===== config.mk =====
export PLATFORM = sky130hd
export DESIGN_NAME = fifo_stream_reader
export DESIGN_NICKNAME = d
export VERILOG_FILES = /design/src/rtl/fifo_stream_reader.sv
export SDC_FILE = /design/constraint.sdc
export NUM_CORES = 1
export LEC_CHECK = 0
export BUFFER_PORTS_ARGS = -buffer_cell sky130_fd_sc_hd__buf_4
export CORE_UTILIZATION = 55
export CTS_CLUSTER_DIAMETER = 50
export DETAILED_ROUTE_END_ITERATION = 8
export PLACE_DENSITY_LB_ADDON = 0.2
export SLEW_MARGIN = 25
export SYNTH_ARGS = -nofsm -noshare
export SYNTH_HDL_FRONTEND = slang
export SYNTH_SLANG_ARGS = --single-unit

===== constraint.sdc =====
create_clock -name clk -period 3.4 [get_ports clk]
set_input_delay 0.68 -clock clk [delete_from_list [all_inputs] [get_ports clk]]
set_output_delay 0.68 -clock clk [all_outputs]
set_load 0.02 [all_outputs]

===== src/rtl/fifo_stream_reader.sv =====
// fifo_stream_reader
// Pulls words from a first-word-fall-through-less FIFO (read data arrives one
// cycle after the pop request) and presents them as a valid/ready stream.
// A two-entry skid buffer plus an in-flight flag allows one word per cycle
// without overflow and without dropping words under backpressure.
// Optional feature: define FIFO_RD_CNT_EN to add the 16-bit pop_cnt output
// counting accepted stream beats.
module fifo_stream_reader #(
  parameter int WIDTH = 8
) (
  input  logic             clk,
  input  logic             rst_n,
  input  logic             fifo_empty,
  input  logic [WIDTH-1:0] fifo_dout,
  output logic             fifo_rd_en,
  output logic             m_valid,
  output logic [WIDTH-1:0] m_data,
  input  logic             m_ready
`ifdef FIFO_RD_CNT_EN
  ,
  output logic [15:0]      pop_cnt
`endif
);

  // Buffer occupancy, slot pointers and the in-flight flag for a pending read
  logic [1:0]       occ;
  logic [1:0]       occ_next;
  logic             inflight;
  logic             head;
  logic             head_next;
  logic             tail;
  logic             tail_next;
  logic [WIDTH-1:0] slot_q    [2];
  logic [WIDTH-1:0] slot_next [2];

  // Handshake events and the projected fill level once this cycle's pop leaves
  logic             pop;
  logic             capture;
  logic [2:0]       level_after_pop;

  // A beat leaves when the consumer takes it; a word lands when a read was issued last cycle
  always_comb begin
    pop     = m_valid && m_ready;
    capture = inflight;
  end

  // Request a pop only while there is guaranteed room for the word two cycles out;
  // the current-cycle pop frees a slot, hence the intentional m_ready-to-rd_en path
  always_comb begin
    level_after_pop = {1'b0, occ} + {2'b00, inflight} - {2'b00, pop};
    fifo_rd_en      = rst_n && !fifo_empty && (level_after_pop < 3'd2);
  end

  // Next buffer contents: write the arriving word at the tail, retire the head on pop
  always_comb begin
    occ_next     = level_after_pop[1:0];
    head_next    = head ^ pop;
    tail_next    = tail ^ capture;
    slot_next[0] = slot_q[0];
    slot_next[1] = slot_q[1];
    if (capture) begin
      slot_next[tail] = fifo_dout;
    end
  end

  // State register; outputs are registered from the next-state view of the buffer
  always_ff @(posedge clk) begin
    if (!rst_n) begin
      occ       <= 2'd0;
      inflight  <= 1'b0;
      head      <= 1'b0;
      tail      <= 1'b0;
      slot_q[0] <= '0;
      slot_q[1] <= '0;
      m_valid   <= 1'b0;
      m_data    <= '0;
    end else begin
      occ       <= occ_next;
      inflight  <= fifo_rd_en;
      head      <= head_next;
      tail      <= tail_next;
      slot_q[0] <= slot_next[0];
      slot_q[1] <= slot_next[1];
      m_valid   <= (occ_next != 2'd0);
      m_data    <= slot_next[head_next];
    end
  end

`ifdef FIFO_RD_CNT_EN
  // Count accepted beats, wrapping naturally at 16 bits
  always_ff @(posedge clk) begin
    if (!rst_n) begin
      pop_cnt <= 16'd0;
    end else if (pop) begin
      pop_cnt <= pop_cnt + 16'd1;
    end
  end
`endif

endmodule


* After elaboration in Yosys (flattened, before gate mapping) *
Memories as Yosys holds them, arrays and structs flattened.
Cells that the tools add are included.

cells by class
  $add $sub $neg = 2
  reduce and logical (&&, ||, !) cells = 6
  mux-type cells = 11
  bitwise operators = 6
  order comparisons = 4

operators with widths
  cell                                                         number
  2-to-1 mux 8 bit                                             6
  bitwise mux 16 bit                                           1
  2-to-1 mux 16 bit                                            1
  demux 8 bit (select 1 bit)                                   1
  >= comparator 2 bit (second input constant)                  2
  logical AND 1 bit                                            4
  inverter 1 -> 2 bit                                          2
  adder 2 x 1 -> 3 bit                                         1
  less-than comparator 3 x 2 -> 1 bit (second input constant)  1
  subtractor 3 x 1 -> 3 bit                                    1
  less-than comparator 2 x 1 -> 1 bit (second input constant)  1
  2-to-1 mux 1 bit                                             2
  bitwise OR 1 bit                                             2
  nonzero test 2 bit                                           1
  bitwise XOR 1 bit                                            2
  zero test 1 bit                                              1

storage, ports and cells
  output and inout bits = 10
  memories kept = 1
  register bits after elaboration = 14
  bits of input ports = 12
  bits in writable memories = 16
  word-level logic and storage cells = 36

memories
  memory  depth  width  read ports  clocked after Yosys merged registers in  write ports  RTL line  source
  slot_q  2      8      2           0                                        2            33        logic [WIDTH-1:0] slot_q [2];

* Longest topological paths before layout *
  word-level depth = 10
  mapped depth = 8
  gate-level depth less buffers = 7

* Worst setup path before layout *
No wires, ideal clock.

  path kind = input -> output
  from = in m_ready
  to = out fifo_rd_en
  buffers on the path = 0
  data arrival time = 2.494 ns
  slack = 0.226 ns
  required time = 2.720 ns
  cell stages on the path = 6
  cells stage by stage = and2_2 > ha_1 > inv_1 > ha_1 > fa_1 > nor4_1

between the ends
  longest elaborated chain between the ends = 4

RTL lines
  element                              RTL line  source
  from (decl)                          18        input logic m_ready
  logical AND 1 bit                    43        pop = m_valid && m_ready;
  subtractor 3 x 1 -> 3 bit            50        level_after_pop = {1'b0, occ} + {2'b00, inflight} - {2'b00, pop};
  net level_after_pop[1]               39        logic [2:0] level_after_pop;
  less-than comparator 3 x 2 -> 1 bit  51        fifo_rd_en = rst_n && !fifo_empty && (level_after_pop < 3'd2);
  logical AND 1 bit                    51
  to (decl)                            15        output logic fifo_rd_en,

The timed path passes the listed nets, and every way through them passes these cells.

* Worst setup path after layout *
  from = reg inflight (netlist: capture)
  to = out fifo_rd_en

between the ends
  longest elaborated chain between the ends = 4

RTL lines
  element                              RTL line  source
  from (decl)                          28        logic inflight;
  from (signal assigned)               79        inflight <= fifo_rd_en;
  adder 2 x 1 -> 3 bit                 50
  subtractor 3 x 1 -> 3 bit            50
  net level_after_pop[1]               39
  less-than comparator 3 x 2 -> 1 bit  51
  logical AND 1 bit                    51

The timed path passes the listed nets, and every way through them passes these cells.

==> impl_results.md <==
* Initial Util at 0.5941
* Unrepaired setup endpoints after global routing: false
* # clock sinks at 30
* CTS H-tree lvls at 2
* Pwr per Cell Area at 781.8 nW/um^2
* DRT Pass-1 Iters at 4
* Worst vdd ir at 0.0006202 V
* Nets at 152
* Min cycle time layout at roughly 3.2 ns
* Final Setup Violations at 0
* Hold slack final at 0.4988 ns
* Met3 Usage GRT at 0.1111
* Rows at 16
* Vias in the first global route at 785
* First-pass GRT wire length at between 3000 and 4000 um
* WP data arrival at 2.48 ns
* Top_reg_cell synth: dfxtp_1
* GRT busiest layer: met2
* Req. time, crit path at 2.72 ns
* Die X at 48.27 um
* Yosys reg bits at 30
* ANT nets after route at 0
* Worst Path Max Fanout at 11
* Clk_lat worst skew at 0.33 ns
* Post-Route Setup TNS at 0 ns
* CTS Buffer Depth at 2
* Reg-to-reg slack, setup at 1.22 ns
* Die ar. at 2330 sq um
* Cts bufs inserted at 5
* WL final at 2147 um
* Layout cells sized above 1 at 0.2464
* Ports at 22
* Core area at around 2000 sq um
* DPL Wire Length at 1413 um
* Number of synthesized flops with an enable pin at 0
* Leak at 0.6588 nW
* CTS Hold Bufs at 0
* Synthesized instance count at around 120
* Final hold vios at 0
* Fin crit share at 0.9280
* Drt drc at 0
* Antenna violations before repair at 0
* Total track usage at 0.2232
* Status: finished, final reports clean
* Placer Congestion at 0.7612
* Slew Viols, Final at 0
* Max cap viols at 0
* Slew Limit Headroom at 0.6058
* Least-Margin Pin Slew at roughly 0.6 ns
* Clock Skews at about 0.005 ns
* Vias per cell at 5.539
* FFs w/ async S/R, synth at 0
* Mean Syn Cell Area at 10.06 sq um
* Syn_nets at around 130
* Routed len/inst at roughly 13 um
* Fmax at 316.9 MHz
* Largest net degree at the start of global routing at 29
* Syn. warnings at 0
* Met2 usage at 0.3600
* N_diodes at 0
* Setup repair bufs after CTS at 0
* Total number of vias at 914
* Root Buffer: clkbuf_4
* CP Launch Type: flop
* Total grt overflow at 0
* CP Capture Type: primary output
* DRT iter0 DRCs at 13
* Synth-to-Final Area Change at 17.11%
* CTS tree: done
* Count of cell types in the netlist at 26
* Class of the worst hold path: flop to flop
* Worst-path clk slew at 0.09 ns
* Core Util, Final at 0.6957
* Seq/Total Area, Yosys at 0.5101
* Commonest cells after routing, fill and taps aside: 30 x dfxtp_1, 21 x buf_4, 17 x nor2_1
* Die H at 48.27 um
* PortBufs at 21
* WS Path Type: flop to primary output
* Post_cts resized at 0
* Post-Syn Area at 1177 sq um
* Most common cell after layout, fill and taps aside: dfxtp_1
* Grt met1 use at 0.2419
-- Yosys cell counts, drive strengths merged, types with 2 or more instances --
| cell | instances | area, sq um |
|---|---|---|
| a211oi | 8 | 60.06 |
| a21oi | 9 | 45.04 |
| a221oi | 8 | 70.07 |
| and2 | 4 | 28.78 |
| and3 | 8 | 50.05 |
| buf | 7 | 46.29 |
| dfxtp | 30 | 600.6 |
| ha | 2 | 25.02 |
| inv | 5 | 18.76 |
| mux2i | 8 | 80.08 |
| nand2 | 2 | 10.01 |
| nor2 | 17 | 63.81 |
| nor4 | 2 | 12.51 |
-- cells by family after synthesis --
kind of cell	Yosys count	synth area share
buffers and inverters	13	0.05843
adders and majority gates	3	0.03825
xor gates and xnor gates	1	0.007440
AOI/OAI and AO/OA	26	0.1573
and+or+nand+nor	36	0.1605
muxes	8	0.06802
DFF	30	0.5101
-- critical path, stage by stage, from the launching register on --
cell and delay [ns]:
dfxtp_1 0.54, inv_1 0.11, ha_1 0.29, inv_1 0.04
ha_1 0.18, fa_1 0.47, nor4_1 0.32, buf_4 0.20
-- layout make-up --
cell class | count | area [sq um]
repair buffers | 21 | 157.7
clock inverters | 1 | 5.005
multi-input cells | 74 | 508.0
flip-flops and latches | 30 | 600.6
clock buffers | 7 | 55.05
inverters | 5 | 18.77
well taps | 27 | 33.78
fillers | 151 | 603.1
-- report_power, final --
part           internal, W  switching [W]  leakage, nW  total, W
clock             0.000100       0.000119       0.0353  0.000219
sequential        0.000430      0.0000486        0.245  0.000479
combinational     0.000179       0.000201        0.379  0.000380
total             0.000709       0.000369        0.659   0.00108
-- worst paths after layout --
| kind | depth (start not counted) | start | end |
|---|---|---|---|
| hold / removal | 2 | slot_q[0][5]$_SDFF_PN0_ | slot_q[0][5]$_SDFF_PN0_ |
| setup reg to reg | 7 | capture$_SDFF_PN0_ | m_valid$_SDFF_PN0_ |
| hold reg to reg | 2 | slot_q[0][5]$_SDFF_PN0_ | slot_q[0][5]$_SDFF_PN0_ |
| setup / recovery | 7 | capture$_SDFF_PN0_ | fifo_rd_en |
-- metal layers --
metal | share of wire | routed length [um]
met1 | 0.44 | 951
met2 | 0.48 | 1031
met3 | 0.065 | 139
met4 | 0.011 | 24
met5 | 0 | 0
-- registers in the layout (all words and copies together), names as in the netlist --
name	count
capture	1
head	1
m_data	8
m_valid	1
occ	2
slot_q	16
tail	1
-- metrics by stage --
stage	cells	instance area, sq um	power (W)	setup slack (ns)
after floorplan	117	1177	0.0007676	0.2265
after global placement	157	1319	0.0008544	0.3760
after detailed placement	157	1319	0.0008683	0.2805
after CTS	165	1379	0.001086	0.2277
after global routing	165	1379	0.001153	0.05998
final	165	1379	0.001078	0.2446
Power figures use the tool's default switching activity.
